## src/rtl/serial_add_seq.sv

```systemverilog
// Bit-serial addition sequencer: feeds an external 1-bit full-adder cell LSB-first and reassembles the sum.
// Optional subtract mode (op_sub port) is compiled in with SERIAL_ADD_SUB_EN.
module serial_add_seq #(
    parameter int unsigned WIDTH = 4
) (
    input  logic             clk,
    input  logic             rst,
    input  logic             start,
    input  logic [WIDTH-1:0] a,
    input  logic [WIDTH-1:0] b,
    input  logic             cin,
`ifdef SERIAL_ADD_SUB_EN
    input  logic             op_sub,
`endif
    output logic             fa_a,
    output logic             fa_b,
    output logic             fa_cin,
    input  logic             fa_sum,
    input  logic             fa_cout,
    output logic             busy,
    output logic             done,
    output logic [WIDTH-1:0] sum,
    output logic             cout
);

    localparam int unsigned CNT_W = (WIDTH > 1) ? $clog2(WIDTH) : 1;

    typedef enum logic [1:0] {
        IDLE  = 2'd0,
        SHIFT = 2'd1,
        DONE  = 2'd2
    } state_t;

    state_t           state;
    state_t           state_d;
    logic [WIDTH-1:0] shift_a;
    logic [WIDTH-1:0] shift_a_d;
    logic [WIDTH-1:0] shift_b;
    logic [WIDTH-1:0] shift_b_d;
    logic [WIDTH-1:0] acc;
    logic [WIDTH-1:0] acc_d;
    logic [WIDTH-1:0] sum_d;
    logic [CNT_W-1:0] cnt;
    logic [CNT_W-1:0] cnt_d;
    logic             carry;
    logic             carry_d;
    logic             cout_d;
    logic             busy_d;
    logic             done_d;
    logic             op_sub_i;
    logic             accept;
    logic             last;
    logic [WIDTH-1:0] b_load;
    logic             c_load;

`ifdef SERIAL_ADD_SUB_EN
    assign op_sub_i = op_sub;
`else
    assign op_sub_i = 1'b0;
`endif

    // Subtraction is a + ~b + 1; the cell itself only ever adds.
    assign b_load = op_sub_i ? ~b : b;
    assign c_load = op_sub_i ? 1'b1 : cin;

    assign accept = start && ((state == IDLE) || (state == DONE));
    assign last   = (state == SHIFT) && (cnt == CNT_W'(WIDTH - 1));

    // Shift registers and carry are zeroed outside SHIFT, so the cell inputs idle at 0.
    assign fa_a   = shift_a[0];
    assign fa_b   = shift_b[0];
    assign fa_cin = carry;

    // State register
    always_ff @(posedge clk or posedge rst) begin
        if (rst) begin
            state <= IDLE;
        end else begin
            state <= state_d;
        end
    end

    // Next-state logic
    always_comb begin
        state_d = state;
        case (state)
            IDLE:    if (start) state_d = SHIFT;
            SHIFT:   if (last)  state_d = DONE;
            DONE:    state_d = start ? SHIFT : IDLE;
            default: state_d = IDLE;
        endcase
    end

    // Output and datapath next values
    always_comb begin
        shift_a_d = shift_a;
        shift_b_d = shift_b;
        acc_d     = acc;
        carry_d   = carry;
        cnt_d     = cnt;
        sum_d     = sum;
        cout_d    = cout;
        busy_d    = (state_d == SHIFT);
        done_d    = (state_d == DONE);
        if (accept) begin
            shift_a_d = a;
            shift_b_d = b_load;
            carry_d   = c_load;
            cnt_d     = '0;
            acc_d     = '0;
        end else if (state == SHIFT) begin
            acc_d     = {fa_sum, acc[WIDTH-1:1]};
            shift_a_d = shift_a >> 1;
            shift_b_d = shift_b >> 1;
            carry_d   = fa_cout;
            cnt_d     = cnt + CNT_W'(1);
            if (last) begin
                sum_d     = {fa_sum, acc[WIDTH-1:1]};
                cout_d    = fa_cout;
                shift_a_d = '0;
                shift_b_d = '0;
                carry_d   = 1'b0;
                cnt_d     = '0;
            end
        end
    end

    // Datapath and output registers
    always_ff @(posedge clk or posedge rst) begin
        if (rst) begin
            shift_a <= '0;
            shift_b <= '0;
            acc     <= '0;
            carry   <= 1'b0;
            cnt     <= '0;
            sum     <= '0;
            cout    <= 1'b0;
            busy    <= 1'b0;
            done    <= 1'b0;
        end else begin
            shift_a <= shift_a_d;
            shift_b <= shift_b_d;
            acc     <= acc_d;
            carry   <= carry_d;
            cnt     <= cnt_d;
            sum     <= sum_d;
            cout    <= cout_d;
            busy    <= busy_d;
            done    <= done_d;
        end
    end

endmodule
```

## config.mk

```make
export PLATFORM = sky130hd
export DESIGN_NAME = serial_add_seq
export DESIGN_NICKNAME = d
export VERILOG_FILES = /design/src/rtl/serial_add_seq.sv
export SDC_FILE = /design/constraint.sdc
export NUM_CORES = 1
export LEC_CHECK = 0
export ABC_CLOCK_PERIOD_IN_PS = 2400
export CAP_MARGIN = 20
export CORE_MARGIN = 1.5
export CORE_UTILIZATION = 45
export CTS_BUF_LIST = sky130_fd_sc_hd__clkbuf_4
export DETAILED_ROUTE_END_ITERATION = 16
export GPL_TIMING_DRIVEN = 0
export PLACE_DENSITY = 0.69
export SLEW_MARGIN = 15
export SYNTH_ARGS = -nofsm -noshare
export SYNTH_HDL_FRONTEND = slang
export SYNTH_SLANG_ARGS = --single-unit
```

## constraint.sdc

```tcl
create_clock -name clk -period 2.4 [get_ports clk]
set_input_delay 0.36 -clock clk [delete_from_list [all_inputs] [get_ports clk]]
set_output_delay 0.36 -clock clk [all_outputs]
set_load 0.01 [all_outputs]
```

* After elaboration in Yosys (flattened, before gate mapping)
Cells that the tools add are included.
** Storage, ports and cells
- Flip-flop bits (word level) :: 24
- Logic and storage cells :: 41
- Bits of input ports :: 14
- Output and inout port bits :: 10
** Cells by class
- Reductions and logical operators :: 6
- Eq/ne operators :: 5
- Multiplexer cells :: 18
- $add $sub $neg :: 1
- Bitwise gates (word level) :: 1
** Operators by type and width (count)
- two-way mux 4 bit :: 6
- two-way mux 2 bit :: 5
- equality test 2 bit, second input constant :: 3
- two-way mux 3 bit :: 2
- case mux 2 bit (3 select lines) :: 1
- equality test 2 x 1 -> 1 bit, second input constant :: 2
- two-way mux 1 bit :: 4
- AND reduction 3 bit :: 1
- adder 2 x 1 -> 2 bit, second input constant :: 1
- logical AND 1 bit :: 2
- logical NOT 2 bit :: 1
- nonzero test 2 bit :: 1
- logical OR 1 bit :: 1
- NOT 1 bit :: 1

* Longest topological paths before layout
- Depth after elaboration :: 5
- Gate-level depth with buffers :: 5
- Gate-level depth less buffers :: 4

* Worst setup path before layout
No wires, ideal clock.
- Kind :: register to register
- Start point :: register cnt[0]
- End point :: register carry, in the netlist fa_cin
- Cell stages (with the launch flop) :: 6
- Buffers on the path :: 1
- Path slack :: 1.101 ns
- Period minus slack after synthesis :: 1.299 ns
- Library setup time :: 0.076 ns
- Arrival time :: 1.223 ns
- Data required time :: 2.324 ns
- Path through :: dfrtp_1 ha_1 buf_4 and4bb_2 a21oi_1 o21ai_1
** On the way
- Longest elaborated chain between the ends :: 5
** Ends and longest elaborated chain
- start: declaration :: RTL line 43 : logic [CNT_W-1:0] cnt;
- start signal: assignment :: RTL line 145 : cnt <= cnt_d;
- equality test 2 bit :: RTL line 67 : assign last = (state == SHIFT) && (cnt == CNT_W'(WIDTH - 1));
- logical AND 1 bit :: RTL line 67
- two-way mux 1 bit :: RTL line 117 : if (last) begin
- two-way mux 1 bit :: RTL line 111 : end else if (state == SHIFT) begin
- two-way mux 1 bit :: RTL line 105 : if (accept) begin
- end signal: assignment :: RTL line 144 : carry <= carry_d;
- end: declaration :: RTL line 45 : logic carry;
Every way passes these cells. The select of a mux whose other input is x is not followed.
A chain may end at the register's enable or synchronous reset.

* Worst setup path after layout
- Start point :: register shift_a[0]
- End point :: output port fa_a
** RTL lines
- start: declaration :: RTL line 36 : logic [WIDTH-1:0] shift_a;
- start signal: assignment :: RTL line 141 : shift_a <= shift_a_d;
- end: declaration :: RTL line 15 : output logic fa_a,
No word-level cell between the ends.

==> parameters.txt <==
Parameter                              Value

STA
  Worst Slack Setup Final    0.8218 ns
  Tightest Pin Transition    0.8485 ns
  Min Clock Period, post-route    1.578 ns
  Finish-stage setup viols    0
  Part of the cycle the worst path needs    65.76%
  Setup Total Neg Slack    0 ns
  RSZ-0062 raised after global routing    false
  Relative max-transition margin    43.37%
  Maximum achievable frequency    633.7 MHz
  Hold_ws    0.5096 ns
  Setup Skew    0.004785 ns
  Hold violation total from the final report    0
  Count of pins over their slew limit    0

Clock network
  Clock transition at the registers of the reported paths    0.12 ns
  Root Driver    clkbuf_4
  CTS sink count    23
  Post-CTS Resized    0
  Hold-fix buffer count after cts    0
  TritonCTS clock tree    yes
  Longest Clk Path Bufs    2
  Postcts setup bufs    0
  Number of H-tree branching levels    1
  Total clock buffers created by CTS    3
  Clock latency reported for the late side of the worst-skew pair    0.30 ns

Setup path
  Type of the setup path with the least slack    reg -> out
  Required time of the worst setup path    2.04 ns
  Critical path endpoint category    output port
  Biggest cell delay along the critical path    0.54 ns
  Launching point of the worst reg2reg path    cnt[0]
  Startpoint class of the critical path    flip-flop
  Standard cell with the maximum stage delay on the critical path    clkdlybuf4s50_1
  Reg-to-reg slack, setup    1.00 ns
  Critical-path cell list    clkdlybuf4s50_1
  Cell family with most CP delay    buffers and inverters
  Arrival time at the worst endpoint    1.22 ns
  Worst-path maximum fanout    2
  Number of buffers and inverters on the critical path    1
  Critical R2R Capture    shift_b[1]
  Number of cells traversed by the worst register-to-register path    5

GRT
  Global routing met1 resource utilization    23.17%
  Grt peak-use layer    met2
  All-Layer GR Usage    16.96%
  Antenna violations before repair    0
  Via count of the first global-routing pass    742
  Total global routing overflow    0
  GRT met2 Usage    26.84%
  Maximum number of pins on one net before global-route repair    24
  Met3 usage in global routing    2.924%
  First-pass GRT wire length    3263 µm

Placed design
  HPWL after DPL    1272 µm
  Placement Setup Slack    0.7055 ns
  Number of placed cells counting well taps    132
  Placed Instance Area    1301 µm²
  Final RePlAce weighted congestion    0.7493
  Buffers added on ports    23

Die
  Ports placed on the boundary    24
  Height of the die    50.98 µm
  Placeable core area    2191 µm²
  Effective utilization at floorplan    47.29%
  Horizontal die dimension    50.98 µm
  Cell row count    17
  Total Die Area    2599 µm²

Pwr
  Worst IR Drop VDD    0.0006045 V
  Sw Share    33.89%
  Power per standard cell area    1219 nW/µm²
  Share of total power in combinational logic    48.8%
  Internal power summed over all cells    1.073 mW
  Overall power    1.623 mW
  Clock network fraction of design power    11.6%
  Sequential share of power    39.7%
  Leakage power figure    0.5963 nW
  Net load switching power    549.9 µW

Finish
  Number of nets at the end of the flow    124
  Non-filler cells in the finished layout    136
  Final core utilization    60.77%
  Antenna fix cells    0
  Fraction of layout cells with a size suffix above 1    27.78%
  Non-Filler Cell Area, Final    1331 µm²
  Area added between synthesis and finish    28.50%

Drt
  Via density per instance    5.066
  Via count of the routed design    689
  DRC violation total after the first TritonRoute iteration    9
  First-pass detailed-route iteration total    3
  Post-detailed-route wirelength per cell    13.43 µm
  Routed Antenna Nets    0
  Total wirelength of the detailed-routed design    1826 µm
  DRC violations left    0

Yosys
  Synthesis Warnings    0
  Portion of the post-synthesis area used by sequential elements    55.56%
  FF+latch count, synth    23
  Leading post-synthesis cells by cell area    dfrtp_1, and4bb_2, mux2_4
  Top cell type's share of synthesized area    55.56%
  Dominant cell type by area after synthesis    dfrtp_1
  Net count after synthesis    96
  Number of distinct standard cells referenced by the synthesized netlist    23
  Mapped cell area    1036 µm²
  Mean Syn Cell Area    12.79 µm²
  Post-synthesis instance total    81

Status
  Result of the run    completed

Hold path
  Hold Crit Class    in -> async

Run
  Max cap viols    0
[area by class of cell]
cell class                 instances  area [µm²]
fill                             185       859.6
multi-input combinational         50       414.1
buffer                             5       30.03
sequential                        23       575.6
clock buffer                       4       30.03
inverter                           3       16.27
tap                               28       35.03
timing repair buffer              23       230.2
[cell usage after synthesis (all sizes together)]
master and count:
a21o 1, a21oi 7, nand2 8, dfrtp 23, nor2 1, nor3 1
nor2b 1, a22o 6, buf 4, nand2b 2, inv 3, and4bb 7
and2b 1, o21ai 9, ha 1, mux2 5, clkbuf 1
[power by group through the flow]
| stage | registers, mW | clock network [mW] | logic (mW) |
|---|---|---|---|
| 4_1_cts | 0.644 | 0.195 | 0.797 |
| 3_3_place_gp | 0.649 | 0 | 0.777 |
| 5_1_grt | 0.665 | 0.211 | 0.874 |
| 3_5_place_dp | 0.653 | 0 | 0.795 |
| 6_report | 0.644 | 0.188 | 0.791 |
| 2_1_floorplan | 0.671 | 0 | 0.503 |
[worst max-delay path by stage]
stage / start / to / slack [ns] / depth (start not counted)
floorplan: cnt[0] / fa_cin / 1.10 / 5
global placement: start / shift_a[2] / 0.73 / 6
detailed placement: start / fa_cin / 0.71 / 6
CTS: shift_a[0] / fa_a / 0.81 / 1
global route: sum[2] / sum[2] / 0.77 / 1
finish: shift_a[0] / fa_a / 0.82 / 1
[layer usage]
metal	wire length, µm	up-vias
met5	0	-
met4	8	0
met3	64	2
met2	849	12
met1	904	329
li1	-	346
[placed cells by master, fill, tap and decap left out, drive strengths merged]
| cell type | count |
|---|---|
| nor2 | 1 |
| a21o | 1 |
| mux2 | 5 |
| o21ai | 9 |
| ha | 1 |
| buf | 4 |
| nand2 | 8 |
| nor2b | 1 |
| and4bb | 7 |
| nand2b | 2 |
| a22o | 6 |
| clkbuf | 5 |
| dfrtp | 23 |
| clkdlybuf4s50 | 23 |
| a21oi | 7 |
| inv | 3 |
| and2b | 1 |
| nor3 | 1 |
[cells by family after synthesis]
| group | Yosys count | synth area share [%] |
|---|---|---|
| multiplexers | 5 | 7.246 |
| adder cells (fa/ha/maj) | 1 | 1.208 |
| buffers and inverters | 8 | 4.468 |
| AND/OR/NAND/NOR | 21 | 17.51 |
| AO/OA/AOI/OAI | 23 | 14.01 |
| flip-flops | 23 | 55.56 |
[state kept, by name, summed over array words and instances (netlist names)]
register / count
shift_a: 4
shift_b: 4
sum: 4
acc: 3
cnt: 2
state: 2
busy: 1
cout: 1
done: 1
fa_cin: 1
Power figures use the tool's default switching activity.
